[src/rtl/gpio_hex_display.sv]
// gpio_hex_display
// Shows the CPU's 32-bit gpio_out word as 8 hex digits on a common-anode,
// time-multiplexed seven-segment display.
//
// Scan structure:
//   cnt  counts 0..SCAN_DIV-1 inside one digit slot; its wrap is the "tick".
//   idx  selects the digit being driven (0 = rightmost) and advances on tick.
//   snap is a copy of gpio_word taken at the first cycle of every frame
//        (idx==0, cnt==0), so all eight digits of one frame come from the
//        same word. hold suppresses that load and freezes the display.
//
// Output timing: an/seg/frame_done are registered. They are computed from
// the current (cnt, idx, snap), so they appear one cycle after those values.
// The first GUARD_CYC cycles of each slot keep every anode off. This lets
// the previous digit's segment drive die away before the next anode turns
// on (ghosting guard).
//
// All outputs are active-low except frame_done. an is never more than
// one-hot-low, because it is built from a single shifted bit.
module gpio_hex_display #(
    parameter int SCAN_DIV  = 50000,
    parameter int GUARD_CYC = 16
) (
    input  logic        clk,
    input  logic        rst,
    input  logic [31:0] gpio_word,
    input  logic        blank_lz,
    input  logic        hold,
    output logic [7:0]  an,
    output logic [6:0]  seg,
    output logic        frame_done
);

    // Prescaler width; SCAN_DIV >= 2 guarantees at least one bit.
    localparam int CW = $clog2(SCAN_DIV);

    localparam logic [CW-1:0] CNT_LAST = CW'(SCAN_DIV - 1);
    localparam logic [CW-1:0] GUARD_V  = CW'(GUARD_CYC);

    localparam logic [7:0] AN_OFF  = 8'hFF;
    localparam logic [6:0] SEG_OFF = 7'h7F;

    // Hex nibble to active-low segment pattern, bit order {g,f,e,d,c,b,a}.
    function automatic logic [6:0] hex_to_seg(input logic [3:0] nib);
        logic [6:0] s;
        case (nib)
            4'h0:    s = 7'h40;
            4'h1:    s = 7'h79;
            4'h2:    s = 7'h24;
            4'h3:    s = 7'h30;
            4'h4:    s = 7'h19;
            4'h5:    s = 7'h12;
            4'h6:    s = 7'h02;
            4'h7:    s = 7'h78;
            4'h8:    s = 7'h00;
            4'h9:    s = 7'h10;
            4'hA:    s = 7'h08;
            4'hB:    s = 7'h03;
            4'hC:    s = 7'h46;
            4'hD:    s = 7'h21;
            4'hE:    s = 7'h06;
            default: s = 7'h0E;
        endcase
        return s;
    endfunction

    // Registered state
    logic [CW-1:0] cnt_q,  cnt_d;
    logic [2:0]    idx_q,  idx_d;
    logic [31:0]   snap_q, snap_d;
    logic [7:0]    an_q,   an_d;
    logic [6:0]    seg_q,  seg_d;
    logic          fd_q,   fd_d;

    // Combinational helpers
    logic          tick;
    logic          frame_start;
    logic          in_guard;
    logic [3:0]    nibble;
    logic [7:0]    upper_zero;
    logic          digit_blank;

    // Prescaler and digit index: the slot ends on tick, and digit 7 wraps back to 0.
    always_comb begin
        tick  = (cnt_q == CNT_LAST);
        cnt_d = tick ? '0 : cnt_q + CW'(1);
        idx_d = tick ? idx_q + 3'd1 : idx_q;
        fd_d  = tick && (idx_q == 3'd7);
    end

    // Frame-coherent snapshot: load only in the first cycle of a frame, unless held.
    always_comb begin
        frame_start = (idx_q == 3'd0) && (cnt_q == '0);
        snap_d      = (frame_start && !hold) ? gpio_word : snap_q;
    end

    // Leading-zero detection on the snapshot.
    // upper_zero[i] is set when nibbles i..7 are all zero.
    always_comb begin
        upper_zero    = '0;
        upper_zero[7] = (snap_q[31:28] == 4'h0);
        for (int i = 6; i >= 0; i--) begin
            upper_zero[i] = upper_zero[i+1] && (snap_q[4*i +: 4] == 4'h0);
        end
        // Digit 0 always stays lit, so an all-zero word still shows "0".
        digit_blank = blank_lz && (idx_q != 3'd0) && upper_zero[idx_q];
    end

    // Next display drive: dark during the guard window or for a blanked digit.
    always_comb begin
        in_guard = (cnt_q < GUARD_V);
        nibble   = snap_q[{idx_q, 2'b00} +: 4];
        an_d     = AN_OFF;
        seg_d    = SEG_OFF;
        if (!in_guard && !digit_blank) begin
            an_d  = ~(8'h01 << idx_q);
            seg_d = hex_to_seg(nibble);
        end
    end

    // State and output registers; async reset puts the display dark and the scan at digit 0.
    always_ff @(posedge clk or negedge rst) begin
        if (!rst) begin
            cnt_q  <= '0;
            idx_q  <= '0;
            snap_q <= '0;
            an_q   <= AN_OFF;
            seg_q  <= SEG_OFF;
            fd_q   <= 1'b0;
        end else begin
            cnt_q  <= cnt_d;
            idx_q  <= idx_d;
            snap_q <= snap_d;
            an_q   <= an_d;
            seg_q  <= seg_d;
            fd_q   <= fd_d;
        end
    end

    assign an         = an_q;
    assign seg        = seg_q;
    assign frame_done = fd_q;

endmodule

[config.mk]
export PLATFORM = sky130hd
export DESIGN_NAME = gpio_hex_display
export DESIGN_NICKNAME = d
export VERILOG_FILES = /design/src/rtl/gpio_hex_display.sv
export SDC_FILE = /design/constraint.sdc
export NUM_CORES = 1
export LEC_CHECK = 0
export CORE_MARGIN = 3
export CORE_UTILIZATION = 48
export CTS_CLUSTER_DIAMETER = 60
export DETAILED_ROUTE_END_ITERATION = 16
export GPL_TIMING_DRIVEN = 0
export PLACE_DENSITY = 0.8
export SLEW_MARGIN = 20
export SYNTH_ARGS = -nofsm -noshare
export SYNTH_HDL_FRONTEND = slang
export SYNTH_SLANG_ARGS = --single-unit
export TNS_END_PERCENT = 1
[constraint.sdc]
create_clock -name clk -period 2.25 [get_ports clk]
set_input_delay 0.45 -clock clk [delete_from_list [all_inputs] [get_ports clk]]
set_output_delay 0.45 -clock clk [all_outputs]
set_load 0.01 [all_outputs]
; ---- After elaboration in Yosys (flattened, before gate mapping)
; Memories as Yosys holds them, arrays and structs flattened.
; Index checks and enable logic that the tools add are counted.
[totals]
mem_count = 1
elab_cells = 48
latchBits = 0
inputBits = 36
output_inout_bits = 16
rom_bits = 112
regBits = 67
ram_bits = 0
[memory_table]
columns = memory, words, width, read_ports, rd_clocked_by_memory_dff, wr, line_no
row1 = (name not given), 16, 7, 1, 0, 0, 46  ; case (nib)
[op_classes]
div = 0
multipliers = 0
addsub = 2
bitwise_logic = 1
eq_ne = 2
shifts = 2
n_lt_le_gt_ge = 2
reduce_logical = 27
muxes = 5
[ops]
columns = cell, count
row1 = logical NOT 4 bit, 8
row2 = variable part select 32 x 6 -> 4 bit, 1
row3 = adder 16 x 1 -> 16 bit (second input constant), 1
row4 = equality test 16 bit (second input constant), 1
row5 = logical NOT 16 bit, 1
row6 = < comparator 16 x 5 -> 1 bit (second input constant), 1
row7 = two-way mux 16 bit, 1
row8 = logical AND 1 bit, 13
row9 = two-way mux 8 bit, 1
row10 = inverter 8 bit, 1
row11 = left shift 1 x 3 -> 8 bit (first input constant), 1
row12 = two-way mux 7 bit, 1
row13 = < comparator 3 x 4 -> 1 bit (second input constant), 1
row14 = adder 3 x 1 -> 3 bit (second input constant), 1
row15 = binary-select mux 1 bit (select 3 bit), 1
row16 = equality test 3 bit (second input constant), 1
row17 = logical NOT 1 bit, 3
row18 = logical NOT 3 bit, 1
row19 = nonzero test 3 bit, 1
row20 = two-way mux 1 bit, 1

; ---- Logic depth before layout (Yosys ltp)
[depth]
depth_word = 14
depth_mapped = 9
ltp_nobuf = 7

; ---- Worst setup path after synthesis
; Ideal clock, no wire load.
[synth_timing]
path_kind = register to register
start = register idx_q[0]
end = register seg_q[3], in the netlist seg[3]
n_path_buf = 1
period_less_slack_ns = 2.229
t_required_ns = 2.163
setup_slack_ns = 0.021
setup_ns = 0.087
arrival_time_ns = 2.142
path_stages_with_launch = 9
cell_sequence = dfrtp_1 buf_6 mux4_1 mux2i_1 inv_1 ha_1 mux2i_1 mux2i_1 nand2b_1
[synth_via]
elab_chain_cells = 6
word_cells_on_any_way = 10
cone_classes = 1 x shift / 3 x mux / 5 x reduce/logical / 1 x memory
[synth_rtl]
columns = element, line_no
row1 = start: declaration, 69  ; logic [2:0] idx_q, idx_d;
row2 = start signal: assignment, 132  ; idx_q <= idx_d;
row3 = branches (longest 5 deep; another with memory read (16 x 7 bit)), --
row4 = two-way mux 7 bit *, 115  ; if (!in_guard && !digit_blank) begin
row5 = net seg_d[3], 72  ; logic [6:0] seg_q, seg_d;
row6 = end signal: assignment, 135  ; seg_q <= seg_d;
row7 = end: declaration, 72
; Mark *: on every way through the listed nets, which the timed path passes. The select of a mux whose other input is x is not followed.
; A chain may end at the register's enable or synchronous reset.

; ---- Final worst setup path
[layout_timing]
start = register cnt_q[6]
end = register snap_q[12]
[layout_via]
elab_chain_cells = 3
[layout_rtl]
columns = element, line_no
row1 = start: declaration, 68  ; logic [CW-1:0] cnt_q, cnt_d;
row2 = start signal: assignment, 131  ; cnt_q <= cnt_d;
row3 = logical NOT 16 bit, 93  ; frame_start = (idx_q == 3'd0) && (cnt_q == '0);
row4 = logical AND 1 bit, 93
row5 = logical AND 1 bit, 94  ; snap_d = (frame_start && !hold) ? gpio_word : snap_q;
row6 = end signal: assignment, 133  ; snap_q <= snap_d;
row7 = end: declaration, 70  ; logic [31:0] snap_q, snap_d;
; Every way passes these cells.

==> qor.tcl <==
set qor(max_slew.worst_pin.slew_ns) 0.7284
set qor(drtIter0Drc) 63
set qor(slew_viol_final) 0
set qor(dp_cells) 385
set qor(tritoncts) {yes}
set qor(setup.reg_to_reg.worst_slack_ns) 0.08
set qor(met3_usage) 0.03687
set qor(netlist_area_mm2) 0.003326
set qor(post_synth_inst_count) 256
set qor(layout.cells.most_common_list) {dfrtp_1 (50), clkdlybuf4s50_1 (50), mux2_2 (31), nand3_1 (17), dfstp_2 (15)}
set qor(synthArstFlopShare) 1.000
set qor(place_ws_ns) -0.3429
set qor(fp.dieH_um) 89.24
set qor(row_count) 29
set qor(grt_setup_unrepaired) {yes}
set qor(timing.critical_path.required_ns) 2.48
set qor(die_x_um) 89.24
set qor(clock.fmax_ghz) 0.4603
set qor(power.ir.vdd_worst_v) 0.0003605
set qor(critPathCapture) {snap_q[12]}
set qor(number_of_buffers_added_on_ports) 51
set qor(grt_pass1_vias) 2233
set qor(setup-violations-final) 0
set qor(clock-skew-final_ns) 0.008135
set qor(finalInstanceArea_mm2) 0.004227
set qor(worst-path-max-fanout) 10
set qor(worst_hold_slack_ns) 0.5089
set qor(synth.yosys.warnings) 0
set qor(globalRoute.totalOverflow) 0
set qor(worstSetupStartpoint) {cnt_q[6]}
set qor(worst_r2r_path_depth) 6
set qor(starting_density_of_the_core) 0.5092
set qor(postLayoutSetupSlackWorst_ns) 0.07760
set qor(final_cells) 410
set qor(synth.avg_cell_area_um2) 12.99
set qor(grt_antenna_before_repair) 0
set qor(leakagePower_nw) 1.876
set qor(cts_num_sinks) 67
set qor(ys_seq_area_frac) 0.5098
set qor(estimated_wirelength_of_the_detail_placed_design_um) 4928
set qor(finalNetCount) 379
set qor(drv.max_cap_violation_count) 0
set qor(use_met2) 0.2920
set qor(post_detailed_route_count_of_antenna_violating_nets) 0
set qor(routed_via_density) 5.444
set qor(clk_pin_slew_ns) 0.07
set qor(core_region_area_mm2) 0.006531
set qor(grt_usage) 0.1829
set qor(synth_cell_types) 41
set qor(place_congestion) 0.8359
set qor(routedWlPerCell_um) 16.42
set qor(critical_path_class) {reg2reg}
set qor(maximum_number_of_pins_on_one_net_before_global_route_repair) 45
set qor(global_route.peak_usage_layer) {met2}
set qor(die_area_mm2) 0.007963
set qor(worst_skew_pair.late_latency_ns) 0.35
set qor(timing.final.crit_share) 0.9655
set qor(timing.setup.tns_ns) 0
set qor(slew_headroom) 0.5075
set qor(areaGrowthSynthToFinish_pct) 27.09
set qor(ys_dominant_reg_cell) {dfrtp_1}
set qor(grt_pass1_wl_um) 10870
set qor(post_dp_cell_area_mm2) 0.003950
set qor(ys_seq_elements) 67
set qor(antennaDiodeCount) 0
set qor(globalRouteMet1Util) 0.2386
set qor(routed_wirelength_um) 6734
set qor(areal_power_density_over_the_cells_mw_per_mm2) 558.2
set qor(ios) 52
set qor(vias) 2232
set qor(hold_path_class) {reg2reg}
set qor(timing.final.crit_period_ns) 2.172
set qor(fin_total_pwr_mw) 2.359
set qor(arrival_ns) 2.40
set qor(firstDrtPassIters) 4
set qor(cts_inserted_buffers) 9
set qor(mappedNetlistNets) 306
set qor(setup.worst_path.start_class) {flop}
set qor(outcome) {finished clean}
set qor(layout.filler_cells) 514
set qor(cts.root.buffer_cell) {clkbuf_8}
set qor(drcViolationCount) 0
set qor(worst_r2r_endpoint) {snap_q[12]}
set qor(r2r_start) {cnt_q[6]}
set qor(report.final.hold_viol_count) 0
set qor(fin_util) 0.6471
set qor(synth_edf_count) 0
set qor(end_kind) {flop}
set qor(buffer_levels_on_the_longest_clock_path) 2
set qor(drive_gt1_frac) 0.3033
set qor(ctsHtreeMaxLevel) 3
==> cells by family after synthesis <==
family	count (synthesis)	share of synthesized area
compound gates	16	0.03349
xor+xnor	15	0.03950
fa+ha+maj	14	0.05267
buf+inv	21	0.03762
flops	67	0.5098
mux	51	0.2103
simple gates	72	0.1166
==> area by class of cell <==
cell class,instances,area [um^2],share of cell area
buffer,10,88.84,0.02102
clock buffer,12,145.1,0.03434
clock inverter,3,15.01,0.003552
inverter,11,43.79,0.01036
multi-input combinational,168,1534,0.3629
sequential,67,1698,0.4017
tap,77,96.34,0.02279
timing repair buffer,62,605.6,0.1433
==> worst max-delay path, stage by stage (launching register included) <==
cell and delay [ns]:
dfrtp_1 0.45, or4_1 0.54, nor3_4 0.18, and4b_1 0.21
buf_4 0.15, buf_6 0.16, mux2_2 0.34
==> power by group <==
group	internal (mW)	total, mW	switching [mW]
clock network	0.418	0.845	0.426
registers	1.25	1.28	0.0291
logic	0.142	0.231	0.0886
==> synthesized netlist by cell type (7+ instances only) <==
cell     instances  area, um^2
xnor2_1          8       70.07
mux4_1           8       210.2
dfstp_2         15       394.1
ha_1            14       175.2
dfrtp_1         52        1301
nand2_1         11       41.29
xor2_1           7       61.31
nor2_1          12       45.04
inv_1            9       33.78
mux2i_1          8       80.08
mux2_2          31       349.1
nand3_1         17       85.08
nor4_1          10       62.56
==> sequential cells by signal, summed over array words and instances (netlist names) <==
register,count
snap_q,32
cnt_q,16
an,8
seg,7
idx_q,3
frame_done,1
==> metal layers <==
layer | wire length (um) | part of all wire | vias to the layer above
met2 | 3427 | 0.51 | 56
met3 | 226 | 0.034 | 12
li1 | - | - | 1068
met4 | 138 | 0.020 | 0
met5 | 0 | 0 | -
met1 | 2941 | 0.44 | 1096
==> worst min path at each step <==
stage | from | to | depth (start not counted)
6_report | cnt_q[10] | cnt_q[10] | 1
5_1_grt | cnt_q[10] | cnt_q[10] | 1
4_1_cts | cnt_q[13] | cnt_q[13] | 1
3_5_place_dp | rst | snap_q[18] | 1
3_3_place_gp | cnt_q[7] | cnt_q[7] | 1
2_1_floorplan | rst | cnt_q[0] | 0
==> timing repair <==
item / 4_1_cts / 5_1_grt
endpoints found under the setup margin: 43 / 50
setup buffers: 4 / 5
hold endpoints to repair: 22 / 0
pin swaps: 0 / 2
gates resized for setup: 4 / 15
hold buffers: 1 / 0
Power figures use the tool's default switching activity.
